<file path="src/rtl/alu_insn_encoder_pkg.sv">
// Shared types, MIPS field constants and word-packing helpers for the ALU
// instruction encoder and its immediate classifier.
package alu_insn_encoder_pkg;

    // ALU operation codes as produced by the ALU decoder.
    typedef enum logic [3:0] {
        ALU_ADDU = 4'd0,
        ALU_SUBU = 4'd1,
        ALU_AND  = 4'd2,
        ALU_OR   = 4'd3,
        ALU_XOR  = 4'd4,
        ALU_NOR  = 4'd5,
        ALU_SLT  = 4'd6,
        ALU_SLTU = 4'd7,
        ALU_SLL  = 4'd8,
        ALU_SRL  = 4'd9,
        ALU_SRA  = 4'd10,
        ALU_LUI  = 4'd11
    } aluop_e;

    // Which word of the current request is being presented on the output.
    typedef enum logic [1:0] {
        IDLE     = 2'd0,
        EMIT_LUI = 2'd1,
        EMIT_ORI = 2'd2,
        EMIT_OP  = 2'd3
    } state_e;

    // Primary opcodes.
    localparam logic [5:0] OP_RTYPE = 6'h00;
    localparam logic [5:0] OP_ADDIU = 6'h09;
    localparam logic [5:0] OP_SLTI  = 6'h0a;
    localparam logic [5:0] OP_SLTIU = 6'h0b;
    localparam logic [5:0] OP_ANDI  = 6'h0c;
    localparam logic [5:0] OP_ORI   = 6'h0d;
    localparam logic [5:0] OP_XORI  = 6'h0e;
    localparam logic [5:0] OP_LUI   = 6'h0f;

    // R-type function codes.
    localparam logic [5:0] F_SLL  = 6'h00;
    localparam logic [5:0] F_SRL  = 6'h02;
    localparam logic [5:0] F_SRA  = 6'h03;
    localparam logic [5:0] F_SLLV = 6'h04;
    localparam logic [5:0] F_SRLV = 6'h06;
    localparam logic [5:0] F_SRAV = 6'h07;
    localparam logic [5:0] F_ADDU = 6'h21;
    localparam logic [5:0] F_SUBU = 6'h23;
    localparam logic [5:0] F_AND  = 6'h24;
    localparam logic [5:0] F_OR   = 6'h25;
    localparam logic [5:0] F_XOR  = 6'h26;
    localparam logic [5:0] F_NOR  = 6'h27;
    localparam logic [5:0] F_SLT  = 6'h2a;
    localparam logic [5:0] F_SLTU = 6'h2b;

    // Pack an R-type word: op | rs | rt | rd | shamt | funct.
    function automatic logic [31:0] rtype_word(input logic [4:0] rs, input logic [4:0] rt,
                                               input logic [4:0] rd, input logic [4:0] shamt,
                                               input logic [5:0] funct);
        return {OP_RTYPE, rs, rt, rd, shamt, funct};
    endfunction

    // Pack an I-type word: op | rs | rt | imm16.
    function automatic logic [31:0] itype_word(input logic [5:0] op, input logic [4:0] rs,
                                               input logic [4:0] rt, input logic [15:0] imm);
        return {op, rs, rt, imm};
    endfunction

    // Funct for the two-register arithmetic/logic ops; 0 for anything else.
    function automatic logic [5:0] rtype_funct(input aluop_e op);
        case (op)
            ALU_ADDU: return F_ADDU;
            ALU_SUBU: return F_SUBU;
            ALU_AND:  return F_AND;
            ALU_OR:   return F_OR;
            ALU_XOR:  return F_XOR;
            ALU_NOR:  return F_NOR;
            ALU_SLT:  return F_SLT;
            ALU_SLTU: return F_SLTU;
            default:  return 6'h00;
        endcase
    endfunction

    // Funct for a shift op, either the shamt form or the register-amount form.
    function automatic logic [5:0] shift_funct(input aluop_e op, input logic variable);
        case (op)
            ALU_SRL: return variable ? F_SRLV : F_SRL;
            ALU_SRA: return variable ? F_SRAV : F_SRA;
            default: return variable ? F_SLLV : F_SLL;
        endcase
    endfunction

    // Opcode of the single-word immediate form of an op; 0 when there is none.
    function automatic logic [5:0] itype_opcode(input aluop_e op);
        case (op)
            ALU_ADDU: return OP_ADDIU;
            ALU_SLT:  return OP_SLTI;
            ALU_SLTU: return OP_SLTIU;
            ALU_AND:  return OP_ANDI;
            ALU_OR:   return OP_ORI;
            ALU_XOR:  return OP_XORI;
            ALU_LUI:  return OP_LUI;
            default:  return 6'h00;
        endcase
    endfunction

endpackage

</file>
<file path="src/rtl/alu_imm_classify.sv">
// Combinational fit classification of a 32-bit immediate against the 16-bit
// I-type immediate forms. Fit tests look only at the bits above the field.
module alu_imm_classify
    import alu_insn_encoder_pkg::*;
(
    input  logic [31:0] imm,
    output logic        fits_simm16,
    output logic        fits_uimm16,
    output logic        fits_neg_simm16,
    output logic        lo_zero
);

    logic [31:0] neg_imm;

    assign neg_imm         = 32'd0 - imm;
    assign fits_simm16     = (imm[31:15] == 17'h00000) || (imm[31:15] == 17'h1ffff);
    assign fits_uimm16     = (imm[31:16] == 16'h0000);
    assign fits_neg_simm16 = (neg_imm[31:15] == 17'h00000) || (neg_imm[31:15] == 17'h1ffff);
    assign lo_zero         = (imm[15:0] == 16'h0000);

endmodule

</file>
<file path="src/rtl/alu_insn_encoder.sv">
// Turns an ALU-operation request into one to three MIPS instruction words.
// Immediates that fit no I-type form are built in AT_REG with LUI/ORI and the
// operation is then issued as an R-type against AT_REG. Output words are
// registered, held while stalled, and the final word of a request is flagged.
module alu_insn_encoder
    import alu_insn_encoder_pkg::*;
#(
    parameter logic [4:0] AT_REG = 5'd1
) (
    input  logic        clk,
    input  logic        rst_n,
    input  logic        req_valid,
    output logic        req_ready,
    input  logic [3:0]  req_aluop,
    input  logic [4:0]  req_rd,
    input  logic [4:0]  req_rs,
    input  logic [4:0]  req_rt,
    input  logic        req_useimm,
    input  logic [31:0] req_imm,
    output logic        out_valid,
    input  logic        out_ready,
    output logic [31:0] out_insn,
    output logic        out_last,
    output logic        req_err
);

    state_e      state, state_nxt;
    aluop_e      op_in;
    aluop_e      aluop_q;
    logic [4:0]  rd_q, rs_q;
    logic [15:0] imm_lo_q;
    logic        lo_zero_q;

    logic        fits_simm16, fits_uimm16, fits_neg_simm16, lo_zero;
    logic [15:0] neg_lo;

    logic        acc_err, acc_single, need_exp;
    logic [31:0] acc_word;

    logic        fire_out, accept, take;
    logic        valid_nxt, last_nxt, err_nxt;
    logic [31:0] insn_nxt;
    logic [31:0] ori_word, op_word;

    assign op_in    = aluop_e'(req_aluop);
    assign neg_lo   = 16'd0 - req_imm[15:0];
    assign fire_out = out_valid && out_ready;
    // A new request can enter while idle or in the same cycle the final word leaves.
    assign req_ready = (state == IDLE) || (out_last && fire_out);
    assign accept    = req_valid && req_ready;

    assign ori_word = itype_word(OP_ORI, AT_REG, AT_REG, imm_lo_q);
    assign op_word  = rtype_word(rs_q, AT_REG, rd_q, 5'd0, rtype_funct(aluop_q));

    alu_imm_classify u_classify (
        .imm             (req_imm),
        .fits_simm16     (fits_simm16),
        .fits_uimm16     (fits_uimm16),
        .fits_neg_simm16 (fits_neg_simm16),
        .lo_zero         (lo_zero)
    );

    // Encode the incoming request: error, single word, or first word of an expansion.
    // LUI has no register-operand form, so LUI without useimm is treated as unencodable.
    always_comb begin
        acc_err    = 1'b0;
        acc_single = 1'b0;
        need_exp   = 1'b0;
        acc_word   = 32'd0;
        if (!req_useimm) begin
            case (op_in)
                ALU_ADDU, ALU_SUBU, ALU_AND, ALU_OR,
                ALU_XOR, ALU_NOR, ALU_SLT, ALU_SLTU: begin
                    acc_single = 1'b1;
                    acc_word   = rtype_word(req_rs, req_rt, req_rd, 5'd0, rtype_funct(op_in));
                end
                ALU_SLL, ALU_SRL, ALU_SRA: begin
                    // Variable shifts take the amount in rs and the value in rt.
                    acc_single = 1'b1;
                    acc_word   = rtype_word(req_rt, req_rs, req_rd, 5'd0, shift_funct(op_in, 1'b1));
                end
                default: acc_err = 1'b1;
            endcase
        end else begin
            case (op_in)
                ALU_ADDU, ALU_SLT, ALU_SLTU: begin
                    if (fits_simm16) begin
                        acc_single = 1'b1;
                        acc_word   = itype_word(itype_opcode(op_in), req_rs, req_rd, req_imm[15:0]);
                    end else begin
                        need_exp = 1'b1;
                    end
                end
                ALU_SUBU: begin
                    if (fits_neg_simm16) begin
                        acc_single = 1'b1;
                        acc_word   = itype_word(OP_ADDIU, req_rs, req_rd, neg_lo);
                    end else begin
                        need_exp = 1'b1;
                    end
                end
                ALU_AND, ALU_OR, ALU_XOR: begin
                    if (fits_uimm16) begin
                        acc_single = 1'b1;
                        acc_word   = itype_word(itype_opcode(op_in), req_rs, req_rd, req_imm[15:0]);
                    end else begin
                        need_exp = 1'b1;
                    end
                end
                ALU_NOR: need_exp = 1'b1;
                ALU_SLL, ALU_SRL, ALU_SRA: begin
                    if (req_imm[31:5] != 27'd0) begin
                        acc_err = 1'b1;
                    end else begin
                        acc_single = 1'b1;
                        acc_word   = rtype_word(5'd0, req_rs, req_rd, req_imm[4:0],
                                                shift_funct(op_in, 1'b0));
                    end
                end
                ALU_LUI: begin
                    if (!fits_uimm16) begin
                        acc_err = 1'b1;
                    end else begin
                        acc_single = 1'b1;
                        acc_word   = itype_word(OP_LUI, 5'd0, req_rd, req_imm[15:0]);
                    end
                end
                default: acc_err = 1'b1;
            endcase
            // Expansion clobbers AT_REG, so it cannot also be a source or destination.
            if (need_exp) begin
                if ((req_rs == AT_REG) || (req_rd == AT_REG)) begin
                    acc_err = 1'b1;
                end else begin
                    acc_word = itype_word(OP_LUI, 5'd0, AT_REG, req_imm[31:16]);
                end
            end
        end
    end

    // Next state and next output word; everything advances only when the current word is taken.
    always_comb begin
        state_nxt = state;
        valid_nxt = out_valid;
        insn_nxt  = out_insn;
        last_nxt  = out_last;
        err_nxt   = 1'b0;
        take      = 1'b0;
        case (state)
            IDLE: begin
                if (accept) take = 1'b1;
            end
            EMIT_LUI: begin
                if (fire_out) begin
                    if (lo_zero_q) begin
                        state_nxt = EMIT_OP;
                        insn_nxt  = op_word;
                        last_nxt  = 1'b1;
                    end else begin
                        state_nxt = EMIT_ORI;
                        insn_nxt  = ori_word;
                    end
                end
            end
            EMIT_ORI: begin
                if (fire_out) begin
                    state_nxt = EMIT_OP;
                    insn_nxt  = op_word;
                    last_nxt  = 1'b1;
                end
            end
            EMIT_OP: begin
                if (fire_out) begin
                    if (accept) begin
                        take = 1'b1;
                    end else begin
                        state_nxt = IDLE;
                        valid_nxt = 1'b0;
                        last_nxt  = 1'b0;
                    end
                end
            end
            default: state_nxt = IDLE;
        endcase
        if (take) begin
            if (acc_err) begin
                state_nxt = IDLE;
                valid_nxt = 1'b0;
                last_nxt  = 1'b0;
                err_nxt   = 1'b1;
            end else if (acc_single) begin
                state_nxt = EMIT_OP;
                valid_nxt = 1'b1;
                insn_nxt  = acc_word;
                last_nxt  = 1'b1;
            end else begin
                state_nxt = EMIT_LUI;
                valid_nxt = 1'b1;
                insn_nxt  = acc_word;
                last_nxt  = 1'b0;
            end
        end
    end

    // State register.
    always_ff @(posedge clk or negedge rst_n) begin
        if (!rst_n) state <= IDLE;
        else        state <= state_nxt;
    end

    // Output word register; reset abandons any partially emitted request.
    always_ff @(posedge clk or negedge rst_n) begin
        if (!rst_n) begin
            out_valid <= 1'b0;
            out_insn  <= 32'd0;
            out_last  <= 1'b0;
            req_err   <= 1'b0;
        end else begin
            out_valid <= valid_nxt;
            out_insn  <= insn_nxt;
            out_last  <= last_nxt;
            req_err   <= err_nxt;
        end
    end

    // Capture the fields the later expansion words need when a request is taken.
    always_ff @(posedge clk) begin
        if (take) begin
            aluop_q   <= op_in;
            rd_q      <= req_rd;
            rs_q      <= req_rs;
            imm_lo_q  <= req_imm[15:0];
            lo_zero_q <= lo_zero;
        end
    end

endmodule

</file>
<file path="config.mk">
export PLATFORM = sky130hd
export DESIGN_NAME = alu_insn_encoder
export DESIGN_NICKNAME = d
export VERILOG_FILES = /design/src/rtl/alu_insn_encoder_pkg.sv /design/src/rtl/alu_imm_classify.sv /design/src/rtl/alu_insn_encoder.sv
export SDC_FILE = /design/constraint.sdc
export NUM_CORES = 1
export LEC_CHECK = 0
export ABC_CLOCK_PERIOD_IN_PS = 3300
export CAP_MARGIN = 10
export CORE_ASPECT_RATIO = 1.75
export CORE_UTILIZATION = 40
export CTS_CLUSTER_DIAMETER = 40
export DETAILED_ROUTE_END_ITERATION = 10
export GPL_TIMING_DRIVEN = 0
export PLACE_DENSITY = 0.63
export SYNTH_ARGS = -nofsm -noshare
export SYNTH_HDL_FRONTEND = slang
export SYNTH_SLANG_ARGS = --single-unit
</file>
<file path="constraint.sdc">
create_clock -name clk -period 3.3 [get_ports clk]
set_input_delay 0.33 -clock clk [delete_from_list [all_inputs] [get_ports clk]]
set_output_delay 0.33 -clock clk [all_outputs]
set_load 0.1 [all_outputs]
</file>
==> results of run 1 <==
==> stage by stage <==
step | hold slack (ns) | area (sq um) | instances | power, mW | setup WS, ns
2_1_floorplan | 0.0344 | 5450 | 626 | 1.10 | -0.0733
3_3_place_gp | 0.477 | 6490 | 880 | 1.26 | -1.81
3_5_place_dp | 0.169 | 6510 | 881 | 1.27 | -1.72
4_1_cts | 0.163 | 7660 | 946 | 2.44 | -0.222
5_1_grt | 0.170 | 7920 | 963 | 2.52 | -0.279
6_report | 0.177 | 7920 | 963 | 2.47 | -0.201
==> state kept, by name, indices dropped and copies added (netlist names), named ones only <==
name / flops
aluop_q: 4
rd_q: 5
lo_zero_q: 1
out_insn: 32
imm_lo_q: 16
out_last: 1
state: 2
out_valid: 1
req_err: 1
rs_q: 5
==> power breakdown <==
group,switching [mW],internal (mW)
Combinational,0.236,0.151
Clock,0.431,0.719
Sequential,0,0.934
==> cell usage after synthesis, types with 5 or more instances <==
library cell | instances | share of area, %
a21oi_1 | 69 | 6.5
nor2_1 | 51 | 3.6
nand2_1 | 38 | 2.7
dfrtp_1 | 37 | 17
o21ai_0 | 36 | 3.4
edfxtp_1 | 31 | 18
clkbuf_1 | 30 | 2.1
nand3_1 | 27 | 2.5
nor3_1 | 24 | 2.3
inv_1 | 19 | 1.3
or3_1 | 18 | 2.1
a211oi_1 | 16 | 2.3
a221oi_1 | 15 | 2.5
nor2b_1 | 12 | 1.4
a22o_1 | 11 | 1.8
buf_2 | 11 | 1.0
nor4_1 | 11 | 1.3
a31oi_1 | 10 | 1.2
and2_1 | 9 | 1.1
nand4_1 | 9 | 1.1
ha_1 | 8 | 1.9
or4_1 | 8 | 1.1
and3_1 | 7 | 0.83
a32oi_1 | 6 | 0.99
a21o_1 | 5 | 0.71
nor3b_1 | 5 | 0.71
o21ai_1 | 5 | 0.47
o31ai_1 | 5 | 0.71
==> layout make-up <==
cell class / count / area [sq um]
plain buffers: 43 / 347
clock buffers: 10 / 250
clock inverters: 6 / 97.6
fillers: 1180 / 5020
inverters: 19 / 75.1
multi-input cells: 489 / 3590
flip-flops and latches: 72 / 1940
well taps: 171 / 214
repair buffers: 152 / 1400
repair inverters: 1 / 7.51
==> worst min path at each step <==
stage	end	slack [ns]	depth (start not counted)
after floorplan	out_insn[0]	0.03	0
after global placement	flip-flop	0.48	2
after detailed placement	out_insn[26]	0.17	1
after CTS	imm_lo_q[15]	0.16	1
after global routing	imm_lo_q[14]	0.17	1
final	imm_lo_q[14]	0.18	1
==> cells by family (layout without fill, tap and decap cells) <==
group           after synthesis  after routing  synth area share [%]
mux                           4              4                 0.778
xor+xnor                      8              8                  1.32
fa+ha+maj                     8              8                  1.89
compound gates              224            224                  29.0
simple gates                245            245                  25.5
flops                        72             72                  36.5
buf+inv                      65            231                  5.07
==> timing repair <==
action	4_1_cts	5_1_grt
setup endpoints to repair	37	68
gates cloned	3	1
endpoints found under the hold margin	4	0
pin swaps	40	26
setup buffers	45	22
gates resized for setup	183	73
hold buffers	1	0
==> layer usage <==
layer / up-vias / wire, microns / track usage [%]
met4: 0 / 1910 / 26.6
met1: 3034 / 7860 / 35.7
met2: 349 / 12300 / 60.3
li1: 2761 / - / -
met3: 119 / 1400 / 4.27
met5: - / 0 / 0
==> flow_summary.json, run 1 <==
{
  "setup.worst_path.end_class": "flip-flop",
  "finalSetupViolations": 36,
  "gr-total-overflow": 0,
  "synth-warning-count": 0,
  "crit_path_category": "input port to flip-flop",
  "fin_ws_ns": -0.201,
  "synth_ff_type": "dfrtp_1",
  "final_min_period_over_clock_period_pct": 106,
  "post_synthesis_area_per_instance_sq_um": 8.47,
  "timing.max_slew.rel_slack_pct": 16.0,
  "final.min_clock_period_ns": 3.50,
  "number_of_flops_mapped_to_enable_cells_by_yosys": 31,
  "grt_pass1_wl_mm": 34.6,
  "final_common_cell": "buf_4",
  "syn_inst": 626,
  "cts.clk_slew.worst_paths_ns": 0.07,
  "core_area_sq_mm": 0.0129,
  "timing.critical_path.slowest_stage_cell": "or4_4",
  "buf_inv_stages_crit_path": 5,
  "number_of_global_route_vias_before_repair": 6226,
  "die_height_microns": 154,
  "crit-reg2reg-launch": "state[0]",
  "crit_path_start": "req_imm[14]",
  "worstSetupEndpoint": "out_insn[15]",
  "asyncSetResetFlopFracSynth_pct": 51.4,
  "type_of_origin_of_the_critical_path": "input port",
  "routedWlPerCell_microns": 24.3,
  "io_pins": 92,
  "tritoncts_clock_tree": "done",
  "tightest_slew_ns": 1.25,
  "floorplan.die_area_sq_mm": 0.0137,
  "crit_path_cell_trace": "buf_8 -> nor4_4 -> buf_6 -> buf_6 -> nand3_1 -> o31a_1 -> or4_4 -> or4_4 -> o22a_4 -> a311o_1 -> buf_6 -> buf_12 -> a221oi_4 -> a21oi_1",
  "final.setup.tns_ns": -4.06,
  "regToRegSetupSlack_ns": 0.17,
  "synth_sequential_area_ratio_pct": 36.5,
  "detailed_place_hpwl_mm": 16.4,
  "synth_area_sq_mm": 0.00531,
  "failed_checks": "negative setup slack",
  "synth.distinct_cells": 73,
  "cp_max_fo": 6,
  "post_route_clock_skew_ns": 0.00841,
  "number_of_buffers_added_by_the_clock_tree_synthesis_step": 9,
  "timing.final.hold_violations": 0,
  "static-leakage-power_nw": 2.97,
  "outcome": "finished with violations",
  "drt_drc_violations_left": 0,
  "mostFrequentLayoutCells": "60 x buf_4, 58 x a21oi_1, 58 x clkdlybuf4s50_1, 48 x nor2_1, 37 x nand2_1",
  "dr_total_vias": 6263,
  "grt_max_degree": 35,
  "irDropWorstVdd_v": 0.000236,
  "drive_gt1_share_pct": 27.5,
  "required_ns": 3.52,
  "cts.path.max_buffers": 2,
  "final_util_pct": 61.2,
  "terminus_of_the_critical_flop_to_flop_path": "req_err",
  "cap_viol_max_count": 0,
  "vias_per_inst": 6.50,
  "reg2regPathDepth": 8,
  "clkLatencyLatePin_ns": 0.35,
  "areaGrowthSynthToFinish_pct": 49.3,
  "cts_max_level": 3,
  "drt.antenna.violating_nets": 0,
  "mappedNetlistNets": 690,
  "data_arrival_at_the_endpoint_of_the_critical_path_ns": 3.72,
  "path_depth": 14,
  "path_common_cell": "buf_6",
  "crit_path_max_incr_delay_ns": 0.52,
  "die_width_microns": 89.1,
  "cts.sink_count": 72,
  "num_rows": 55,
  "maxSlewViolCount": 0,
  "antenna_violations_before_repair": 0,
  "starting_density_of_the_core_pct": 41.0,
  "rsz0062_at_grt": "yes",
  "pwr_density_cell_mw_per_mm2": 312,
  "firstDrtPassIters": 5,
  "diodes": 0,
  "hold_class": "input port to flip-flop",
  "clock.fmax_ghz": 0.286,
  "drt_first_iter_violations": 406,
  "timing.critical_path.max_delay_family": "simple AND/OR/NAND/NOR gates",
  "routabilityCongestion": 0.955,
  "min_from": "req_imm[14]",
  "grt_usage_pct": 34.3,
  "clock-root-buffer": "clkbuf_16",
  "yosys_register_bits": 72,
  "finalNetCount": 851,
  "totalWireLength_mm": 23.4,
  "portBuffers": 83
}
Note: power is estimated with default switching activity, not from simulation.
==> run 2, diff against run 1 <==
SETUP_SLACK_MARGIN = 0.02   (was not set)
==> flow_summary.json, run 2 (synthesis results as in run 1) <==
{
  "clock-root-buffer": "clkbuf_16",
  "number_of_global_route_vias_before_repair": 6240,
  "crit_path_category": "input port to flip-flop",
  "clkLatencyLatePin_ns": 0.34,
  "antenna_violations_before_repair": 0,
  "drive_gt1_share_pct": 25.7,
  "setup.worst_path.end_class": "flip-flop",
  "detailed_place_hpwl_mm": 16.1,
  "num_rows": 55,
  "timing.max_slew.rel_slack_pct": 34.5,
  "cts.path.max_buffers": 2,
  "routedWlPerCell_microns": 23.7,
  "pwr_density_cell_mw_per_mm2": 310,
  "grt_pass1_wl_mm": 34.1,
  "cts_max_level": 3,
  "hold_class": "input port to flip-flop",
  "areaGrowthSynthToFinish_pct": 46.7,
  "firstDrtPassIters": 5,
  "dr_total_vias": 6145,
  "cts.clk_slew.worst_paths_ns": 0.06,
  "final.setup.tns_ns": -4.03,
  "fin_ws_ns": -0.228,
  "maxSlewViolCount": 0,
  "grt_usage_pct": 33.4,
  "static-leakage-power_nw": 2.89,
  "data_arrival_at_the_endpoint_of_the_critical_path_ns": 3.74,
  "finalSetupViolations": 33,
  "finalNonFillerCells": 952,
  "min_delay_path_depth": 1,
  "totalWireLength_mm": 22.6,
  "tightest_slew_ns": 0.979,
  "portBuffers": 83,
  "core_area_sq_mm": 0.0129,
  "largest-register": "out_insn",
  "timing.final.hold_violations": 0,
  "cp_max_fo": 6,
  "reg2regPathDepth": 8,
  "number_of_buffers_added_by_the_clock_tree_synthesis_step": 9,
  "cts.sink_count": 72,
  "type_of_origin_of_the_critical_path": "input port",
  "die_height_microns": 154,
  "grt_max_degree": 35,
  "flip_flop_count_of_the_largest_register_all_copies_and_words_added": 32,
  "io_pins": 92,
  "failed_checks": "negative setup slack",
  "vias_per_inst": 6.45,
  "floorplan.die_area_sq_mm": 0.0137,
  "routabilityCongestion": 1.01,
  "diodes": 0,
  "cap_viol_max_count": 0,
  "outcome": "finished with violations",
  "reg_top3": "out_insn (32), imm_lo_q (16)",
  "final_min_period_over_clock_period_pct": 107,
  "drt_drc_violations_left": 0,
  "required_ns": 3.51,
  "rsz0062_at_grt": "yes",
  "regToRegSetupSlack_ns": 0.27,
  "post_route_clock_skew_ns": 0.0103,
  "drt.antenna.violating_nets": 0,
  "die_width_microns": 89.1,
  "drt_first_iter_violations": 401,
  "finalNetCount": 840,
  "gr-total-overflow": 0,
  "mostFrequentLayoutCells": "58 x a21oi_1, 58 x clkdlybuf4s50_1, 54 x buf_4, 49 x nor2_1, 37 x nand2_1",
  "tritoncts_clock_tree": "done",
  "place.detailed.instances": 881,
  "irDropWorstVdd_v": 0.000239,
  "final.min_clock_period_ns": 3.53,
  "clock.fmax_ghz": 0.283,
  "starting_density_of_the_core_pct": 41.0
}
[run 2: cell types whose count changed in the layout (fill, tap and decap cells not counted), sizes merged]
cell,previous run,this run
buf,104,90
dlymetal6s2s,2,1
clkbuf,38,39
inv,20,21
dlygate4sd2,1,3
[run 2: stage by stage]
step / setup WS [ns] / area, sq um / total power, mW / util [%] / hold WS, ns
finish: -0.228 / 7780 / 2.41 / 60.2 / 0.177
global route: -0.228 / 7780 / 2.48 / 60.2 / 0.166
CTS: -0.169 / 7570 / 2.39 / 58.5 / 0.154
detailed placement: -1.59 / 6540 / 1.27 / 50.6 / 0.153
global placement: -1.53 / 6530 / 1.26 / 50.4 / 0.480
floorplan: -0.0752 / 5480 / 1.10 / - / 0.0344
[run 2: worst paths after layout]
| kind | from | to |
|---|---|---|
| setup / recovery | req_imm[15] | out_insn[15] |
| hold / removal | req_imm[14] | imm_lo_q[14] |
| setup reg to reg | state[1] | req_err |
| hold reg to reg | aluop_q[0] | flip-flop |
| max in group asynchronous | rst_n | out_insn[10] |
| min in group asynchronous | rst_n | out_last |
[run 2: report_power, final]
part           switching, mW  leakage (nW)  internal, mW
Combinational          0.234          1.91         0.154
Clock                  0.417         0.161         0.670
Sequential                 0         0.815         0.934
Total                  0.650          2.89          1.76
[run 2: layer usage]
layer	track usage, %	up-vias	part of all wire, %
met5	0	-	0
met4	23.3	0	7.9
met3	4.11	112	4.9
met2	58.9	289	53
met1	35.8	3020	34
li1	-	2724	-
[run 2: timing repair]
| item | in CTS | in global routing |
|---|---|---|
| endpoints found under the hold margin | 3 | 0 |
| endpoints found under the setup margin | 37 | 68 |
| pin swaps | 43 | 28 |
| cloned | 1 | 1 |
| hold buffers | 1 | 0 |
| gates resized for setup | 180 | 51 |
| buffers inserted | 42 | 11 |
[run 2: area by class of cell]
cell class / count / area (sq um)
repair inverters: 1 / 7.51
clock buffers: 9 / 225
inverters: 19 / 80.1
flip-flops and latches: 72 / 1940
fillers: 1179 / 5150
multi-input cells: 489 / 3570
repair buffers: 139 / 1300
plain buffers: 45 / 350
clock inverters: 7 / 100
well taps: 171 / 214
[run 2: critical path, stage by stage]
cell and delay (ns):
buf_2 0.11, clkbuf_8 0.14, buf_4 0.13, nor4_4 0.26, nand4_1 0.29, xnor2_1 0.20
or4_1 0.51, or4_4 0.52, o22a_4 0.27, a311o_1 0.34, buf_6 0.16, buf_12 0.15
a221oi_4 0.23, a21oi_2 0.08
